### src/rtl/aoc_pkg.sv
// Shared types and constants for the puzzle-input streamer.
// Holds the streamer state enum and the ASCII range helpers.
package aoc_pkg;

  typedef enum logic [2:0] {
    S_IDLE,
    S_STREAM,
    S_WAIT,
    S_DONE,
    S_ERROR
  } stream_state_t;

  localparam logic [7:0] ASCII_LF  = 8'h0A;
  localparam logic [7:0] ASCII_MIN = 8'h20;
  localparam logic [7:0] ASCII_MAX = 8'h7E;

  function automatic logic is_legal(input logic [7:0] b);
    return (b == ASCII_LF) ||
           ((b >= ASCII_MIN) && (b <= ASCII_MAX));
  endfunction

endpackage

### src/rtl/stream_fifo2.sv
// Two-entry shift FIFO of {last, data}.
// Entry 0 is the head, so the outputs come straight from flops.
module stream_fifo2 (
  input  logic       clk,
  input  logic       rst_n,
  input  logic       clr,
  input  logic       push,
  input  logic [8:0] din,
  input  logic       pop,
  output logic [8:0] dout,
  output logic       full,
  output logic       empty
);

  logic       v0;
  logic       v1;
  logic [8:0] d0;
  logic [8:0] d1;

  assign dout  = d0;
  assign full  = v1;
  assign empty = ~v0;

  // Shift toward the head on pop, fill the first free slot on push.
  always_ff @(posedge clk) begin
    if (!rst_n || clr) begin
      v0 <= 1'b0;
      v1 <= 1'b0;
      d0 <= '0;
      d1 <= '0;
    end else begin
      case ({push, pop})
        2'b10: begin
          if (!v0) begin
            d0 <= din;
            v0 <= 1'b1;
          end else begin
            d1 <= din;
            v1 <= 1'b1;
          end
        end
        2'b01: begin
          d0 <= d1;
          v0 <= v1;
          v1 <= 1'b0;
        end
        2'b11: begin
          if (v1) begin
            d0 <= d1;
            d1 <= din;
          end else begin
            d0 <= din;
          end
        end
        default: ;
      endcase
    end
  end

endmodule

### src/rtl/input_streamer.sv
// Streams a ROM-held puzzle input to a solver over valid/ready.
// Checks every byte, watches for an early or late solver finish.
module input_streamer
  import aoc_pkg::*;
#(
  parameter int ADDR_W  = 16,
  parameter int LENGTH  = 100,
  parameter int TIMEOUT = 1024
) (
  input  logic              Clk,
  input  logic              Rstn,
  input  logic              Start,
  output logic [ADDR_W-1:0] RomAddr,
  input  logic [7:0]        RomData,
  output logic              OutValid,
  output logic [7:0]        OutData,
  output logic              OutLast,
  input  logic              OutReady,
  input  logic              SolverDone,
  output logic              Busy,
  output logic              Done,
  output logic              Error
);

  localparam int WD_W = $clog2(TIMEOUT + 1);
  localparam logic [ADDR_W:0] LEN  = (ADDR_W+1)'(LENGTH);
  localparam logic [ADDR_W:0] LAST = (ADDR_W+1)'(LENGTH - 1);
  localparam logic [WD_W-1:0] WD_MAX = WD_W'(TIMEOUT - 1);

  stream_state_t   state;
  stream_state_t   state_n;
  logic [ADDR_W:0] nxt;
  logic            inflight;
  logic            inflight_last;
  logic [WD_W-1:0] wd;
  logic            rd_en;
  logic            push;
  logic            pop;
  logic            clr;
  logic            full;
  logic            empty;
  logic            byte_bad;
  logic [1:0]      occ;
  logic [2:0]      load;
  logic [8:0]      head;

  // A read may issue only if the byte it returns is sure to fit,
  // counting the slot freed by a pop this cycle.
  assign pop      = OutValid & OutReady;
  assign occ      = full ? 2'd2 : (empty ? 2'd0 : 2'd1);
  assign load     = {1'b0, occ} + {2'b0, inflight};
  assign rd_en    = (state == S_STREAM) && (nxt < LEN) &&
                    (load < (3'd2 + {2'b0, pop}));
  assign byte_bad = inflight && !is_legal(RomData);
  assign push     = inflight && (state == S_STREAM) && !byte_bad;
  assign clr      = (state_n == S_ERROR);

  assign RomAddr  = rd_en ? nxt[ADDR_W-1:0] : '0;
  assign OutValid = ~empty;
  assign OutData  = head[7:0];
  assign OutLast  = head[8];
  assign Busy     = (state == S_STREAM) || (state == S_WAIT);
  assign Done     = (state == S_DONE);
  assign Error    = (state == S_ERROR);

  stream_fifo2 u_fifo (
    .clk   (Clk),
    .rst_n (Rstn),
    .clr   (clr),
    .push  (push),
    .din   ({inflight_last, RomData}),
    .pop   (pop),
    .dout  (head),
    .full  (full),
    .empty (empty)
  );

  // State register, read pointer, in-flight tracking and watchdog.
  always_ff @(posedge Clk) begin
    if (!Rstn) begin
      state         <= S_IDLE;
      nxt           <= '0;
      inflight      <= 1'b0;
      inflight_last <= 1'b0;
      wd            <= '0;
    end else begin
      state         <= state_n;
      inflight      <= rd_en;
      inflight_last <= rd_en && (nxt == LAST);
      if (rd_en) nxt <= nxt + (ADDR_W+1)'(1);
      wd <= (state == S_WAIT) ? wd + WD_W'(1) : '0;
    end
  end

  // Next-state: a bad byte or an early finish aborts the stream;
  // a finish on the last watchdog cycle still counts as success.
  always_comb begin
    state_n = state;
    case (state)
      S_IDLE: begin
        if (Start) state_n = S_STREAM;
      end
      S_STREAM: begin
        if (byte_bad || SolverDone) state_n = S_ERROR;
        else if (pop && OutLast)    state_n = S_WAIT;
      end
      S_WAIT: begin
        if (SolverDone)        state_n = S_DONE;
        else if (wd == WD_MAX) state_n = S_ERROR;
      end
      default: ;
    endcase
  end

endmodule

### config.mk
export PLATFORM = sky130hd
export DESIGN_NAME = input_streamer
export DESIGN_NICKNAME = d
export VERILOG_FILES = /design/src/rtl/aoc_pkg.sv /design/src/rtl/stream_fifo2.sv /design/src/rtl/input_streamer.sv
export SDC_FILE = /design/constraint.sdc
export NUM_CORES = 1
export LEC_CHECK = 0
export CAP_MARGIN = 5
export CORE_MARGIN = 1
export CORE_UTILIZATION = 53
export DETAILED_ROUTE_END_ITERATION = 10
export PLACE_DENSITY_LB_ADDON = 0.2
export SYNTH_ARGS = -nofsm -noshare
export SYNTH_HDL_FRONTEND = slang
export SYNTH_HIERARCHICAL = 1
export SYNTH_SLANG_ARGS = --single-unit
export TNS_END_PERCENT = 10
### constraint.sdc
create_clock -name Clk -period 2.35 [get_ports Clk]
set_input_delay 0.47 -clock Clk [delete_from_list [all_inputs] [get_ports Clk]]
set_output_delay 0.47 -clock Clk [all_outputs]
set_load 0.005 [all_outputs]
Yosys cells after proc, flatten, opt, wreduce, memory -nomap -nowiden
Cells that the tools add are included.
- bits in registers: 53
- latch bits: 0
- memory bits (writable): 0
- memories: 0
- ROM bits: 0
- output and inout bits: 29
- add/subtract/negate cells: 4
- equal/unequal tests: 14
- magnitude comparators: 4
- reductions and logical operators: 23
- bitwise operators: 1
- $mul: 0
- div/mod/pow operators: 0
- multiplexer cells: 18
- shifts and indexed selects: 0
- operators with widths (cell ; count):
    2-to-1 mux 9 bit ; 4
    one-hot mux 9 bit (3 select lines) ; 1
    one-hot mux 9 bit (2 select lines) ; 1
    adder 17 x 1 -> 17 bit (second input constant) ; 1
    == test 17 x 7 -> 1 bit (second input constant) ; 1
    < comparator 17 x 7 -> 1 bit (second input constant) ; 1
    2-to-1 mux 16 bit ; 1
    2-to-1 mux 3 bit ; 5
    adder 11 x 1 -> 11 bit (second input constant) ; 1
    == test 11 x 10 -> 1 bit (second input constant) ; 1
    one-hot mux 3 bit (3 select lines) ; 1
    == test 8 x 4 -> 1 bit (second input constant) ; 1
    >= comparator 8 x 6 -> 1 bit (second input constant) ; 1
    less-or-equal comparator 8 x 7 -> 1 bit (second input constant) ; 1
    logical AND 1 bit ; 8
    == test 3 x 2 -> 1 bit (second input constant) ; 2
    == test 3 bit (second input constant) ; 2
    AND reduction 2 bit ; 3
    == test 2 bit (second input constant) ; 2
    logical OR 1 bit ; 4
    != test 2 x 1 -> 1 bit (second input constant) ; 2
    one-hot mux 1 bit (2 select lines) ; 2
    nonzero test 2 bit ; 2
    adder 2 x 1 -> 3 bit ; 1
    other kinds (12) ; 15

Longest topological paths before layout
- word-level depth: 10
- depth in mapped cells: 10
- gate-level depth less buffers: 9

Hierarchy
The synthesis kept the hierarchy.
- modules (own cells, without submodules) (module ; area each (µm²) ; times used ; cells an instance):
    input_streamer ; 1711.6 ; 1 ; 191
    stream_fifo2 ; 979.7 ; 1 ; 113

Least setup slack after synthesis
OpenSTA, ideal clock, no wires.
- kind: reg2out
- start: register u_fifo.v0
- end: output port RomAddr[0]
- setup slack: 0.130 ns
- cell stages (with the launch flop): 9
- arrival time: 1.750 ns
- required time: 1.880 ns
- cell sequence: dfxtp_1 -> inv_1 -> nor2_1 -> ha_1 -> nor3b_1 -> nand2b_1 -> and3_1 -> buf_2 -> and2_1
- word-level cells in the longest chain between the ends: 6
- elaborated cells between the ends (all ways): 8
- ends and longest elaborated chain (what ; line ; source):
    start: declaration ; stream_fifo2.sv:15 ; logic v0;
    start signal: assignment ; stream_fifo2.sv:44 ; v0 <= v1;
    2-to-1 mux 1 bit ; input_streamer.sv:50 ; assign occ = full ? 2'd2 : (empty ? 2'd0 : 2'd1);
    2-to-1 mux 2 bit ; input_streamer.sv:50 ;
    adder 2 x 1 -> 3 bit ; input_streamer.sv:51 ; assign load = {1'b0, occ} + {2'b0, inflight};
    < comparator 3 bit * ; input_streamer.sv:53 ; (load < (3'd2 + {2'b0, pop}));
    logical AND 1 bit * ; input_streamer.sv:52 ; assign rd_en = (state == S_STREAM) && (nxt < LEN) &&
    2-to-1 mux 16 bit * ; input_streamer.sv:58 ; assign RomAddr = rd_en ? nxt[ADDR_W-1:0] : '0;
    end: declaration ; input_streamer.sv:13 ; output logic [ADDR_W-1:0] RomAddr,
Every way passes the cells marked *; elsewhere a longest branch is shown, timed or not.

Final worst setup path
- start: register u_fifo.v0
- end: output port RomAddr[6]
The elaborated chain is that of the path after synthesis.

==> metrics.sh <==
ASYNC_RESET_FF_SHARE_PCT=0
CTS_ROOT_BUFFER='clkbuf_8'
POWER_LEAKAGE_nW=1.387
CLK_LATENCY_NS=0.31
FINISH.NET_COUNT=402
ROW_COUNT=25
SYNTH_TOP_FLOP_CELL='dfxtp_1'
GRT_USE_TOTAL_PCT=24.92
SETUP-VIOLATIONS-FINAL=8
DRT_FIRST_ITER_VIOLATIONS=186
DRC=0
FINALSETUPTNS_NS=-1.257
POST-ROUTE-MIN-PERIOD_NS=2.582
VDD_IR_DROP_MAX_mV=0.5182
GRT.MET1_USAGE_PCT=31.44
SYN_TO_FINAL_GROWTH_PCT=33.75
MIN_PATH_TYPE='flip-flop to flip-flop'
TIMING.REG2REG.SETUP_SLACK_NS=0.13
FMAX_MHz=387.4
CTS.REPORTEDPATHS.CLKPINSLEW_NS=0.10
HOLD_VIOLATIONS=0
RSZ0062_AT_GRT='true'
GRT_FIRST_PASS_WIRELENGTH_UM=10310
DRT-VIAS-PER-INSTANCE=5.512
HOLD_PATH_DEPTH=1
PATH_DEPTH=11
SYNTH_CELL_TYPES=53
FINAL.SETUP_SKEW_NS=0.006295
FF2FF_PATH_DEPTH=9
MET2_USAGE_PCT=41.67
FP.DIEW_UM=73.26
DIE_AREA_SQ_MM=0.005367
CPLARGESTDELAYFAMILY='simple AND/OR/NAND/NOR gates'
MAX_BUFFERS_ROOT_TO_SINK=2
CTS_HOLD_BUFFERS=0
OVERFLOW=0
YOSYSTOPAREACELL='dfxtp_1'
ENDPOINT_KIND='output pin'
TRITONCTS='yes'
SYN_AREA_SQ_MM=0.002691
HIGHEST_NET_FANOUT_ALONG_THE_WORST_PATH=3
CRITICAL_PATH.REG2REG.ENDPOINT='u_fifo/dout[6]$_SDFFE_PP0P_'
POST_SYNTH_INST_COUNT=304
DETAIL-ROUTE-ANTENNA-NETS=0
CRIT_TYPE='flip-flop to output pin'
MOST_FREQUENT_CELL_ON_THE_CRITICAL_PATH='buf_6'
CTS_MADE_BUFFERS=5
STATUS='finished, violations left'
WIRELENGTH_UM=6212
SLOWEST_STAGE_DELAY_ON_CRITICAL_PATH_NS=0.34
POST-ROUTE-UTIL_PCT=74.73
MAXIMUM_NUMBER_OF_PINS_ON_ONE_NET_BEFORE_GLOBAL_ROUTE_REPAIR=21
IOPINCOUNT=42
TOP_POST_SYNTHESIS_CELLS_BY_COUNT='dfxtp_1 (53), nor2_1 (29), and2_1 (20)'
POST-ROUTE-WORST-SETUP-SLACK_NS=-0.2316
CP.REQUIRED_NS=1.88
GRT_PASS1_VIAS=2329
DRV.MAX_CAP_VIOLATION_COUNT=0
SYNTH_SEQ_AREA_SHARE_PCT=39.42
ENDPOINT='RomAddr[6]'
CELL_BY_CELL_TRACE_OF_THE_CRITICAL_PATH='inv_2 > nor2_2 > ha_2 > ha_4 > nor4b_4 > and2_4 > and3_4 > buf_6 > buf_6 > and2_4 > buf_6'
YOSYS.AREA.TOP_TYPE_SHARE_PCT=39.42
NUMBER_OF_ANTENNA_VIOLATIONS_AT_THE_FIRST_CHECK_IN_GLOBAL_ROUTING=0
DIE_Y_UM=73.26
CTS_NUM_SINKS=53
NUMBER_OF_WARNINGS_ISSUED_BY_YOSYS=6
SYNTH_AREA_PER_CELL_SQ_UM=8.853
ROUTED-VIA-COUNT=2464
REGTOREGSTARTPOINT='state[0]$_SDFF_PN0_'
YOSYSMOSTFREQUENTCELL='dfxtp_1'
SETUP.WORST_PATH.START='u_fifo/v0$_SDFFE_PP0P_'
CRITPATHARRIVALTIME_NS=2.11
WORSTSETUPSTARTPOINTTYPE='flip-flop'
SYNTH_SEQ_CELLS=53
DRT-PASS1-ITER-COUNT=4
GLOBAL_ROUTE.USAGE.MET3_PCT=4.801
SYNTHTOPCELLSBYAREA='dfxtp_1 (39%), and2_1 (4.6%), ha_1 (4.6%)'
GLOBALPLACE.CONGESTION=0.8367
ANTENNA_CELLS_INSERTED=0
H-TREE-DEPTH=2
GR-MAX-USAGE-LAYER='met2'
MAXSLEWVIOLCOUNT=0
DRIVE_GT1_SHARE_PCT=24.47
FP.COREAREA_SQ_MM=0.004817
FLOORPLAN.INITIALDENSITY_PCT=55.87
NUMPORTBUFFERS=32
DPL.HPWL_UM=4294
FAILED_CHECKS='negative setup slack'
FIN_CRIT_SH_PCT=109.9
CRITICAL_PATH_BUF_INV_COUNT=4
SYNTH_EDF_COUNT=0
CRITPATHSLOWESTCELL='dfxtp_2'
P_TOTAL_mW=1.758
WIRE_PER_INST_UM=13.90
POWER-PER-CELL-AREA_mW_PER_MM2=488.4
==> power by group <==
group	internal (mW)	switching (mW)
logic	0.151	0.126
clock network	0.245	0.309
registers	0.913	0.0139
total	1.31	0.449
==> layout make-up <==
type	count	area [sq um]
clock inverter	2	17.52
clock buffer	6	82.58
multi-input combinational	227	1572
fill	374	1217
timing repair buffer	80	737.0
inverter	12	45.04
sequential	53	1062
tap	67	83.83
==> kinds of logic (layout without fill, tap and decap cells) <==
group / after synthesis / in the layout / synth area share [%]
AND/OR/NAND/NOR: 122 / 122 / 25.34
AO/OA/AOI/OAI: 70 / 70 / 17.99
flip-flops: 53 / 53 / 39.42
buffers and inverters: 33 / 100 / 6.787
adder cells (fa/ha/maj): 10 / 10 / 4.649
XOR/XNOR: 10 / 10 / 3.255
multiplexers: 5 / 6 / 2.417
other: 1 / 9 / 0.1393
==> per-layer routing <==
layer	vias up	part of all wire, %	routed length (um)
li1	1227	-	-
met1	1153	45	2812
met2	71	48	2993
met3	13	4.7	291
met4	0	1.9	115
met5	-	0	0
==> placed cells by master, fill, tap and decap left out, drive strengths merged, types with 7 or more instances in the layout <==
cell type	instances
a21oi	16
a311oi	10
and2	21
buf	55
clkdlybuf4s50	19
conb	9
dfxtp	53
ha	10
inv	13
nand2	15
nand3	18
nor2	29
o21ai	24
xor2	7
==> state kept, by name, indices dropped and copies added, names as in the netlist <==
signal	cells
nxt	17
wd	11
u_fifo/d1	9
u_fifo/dout	9
state	3
inflight	1
inflight_last	1
u_fifo/full	1
u_fifo/v0	1
==> what timing repair did <==
action / 4_1_cts / 5_1_grt
endpoints found under the setup margin: 25 / 29
pin swaps: 7 / 3
gates resized for setup: 53 / 16
gates cloned: 1 / 0
setup buffers: 6 / 2
==> metrics by stage <==
| stage | instance area, sq um | hold WS [ns] | std cells | setup slack, ns |
|---|---|---|---|---|
| final | 3600 | 0.4677 | 447 | -0.2316 |
| after global routing | 3600 | 0.5015 | 447 | -0.3244 |
| after CTS | 3535 | 0.4735 | 445 | -0.2748 |
| after detailed placement | 3338 | 0.4444 | 430 | -0.6774 |
| after global placement | 3338 | 0.4432 | 430 | -0.5580 |
| after floorplan | 2721 | 0.4263 | 312 | 0.1300 |
==> how the worst min path moves through the flow <==
stage,start,to
2_1_floorplan,wd[0]$_SDFF_PN0_,wd[0]$_SDFF_PN0_
3_3_place_gp,nxt[14]$_SDFFE_PN0P_,nxt[14]$_SDFFE_PN0P_
3_5_place_dp,nxt[14]$_SDFFE_PN0P_,nxt[14]$_SDFFE_PN0P_
4_1_cts,nxt[14]$_SDFFE_PN0P_,nxt[14]$_SDFFE_PN0P_
5_1_grt,nxt[14]$_SDFFE_PN0P_,nxt[14]$_SDFFE_PN0P_
6_report,nxt[14]$_SDFFE_PN0P_,nxt[14]$_SDFFE_PN0P_
Note: power is estimated with default switching activity, not from simulation.
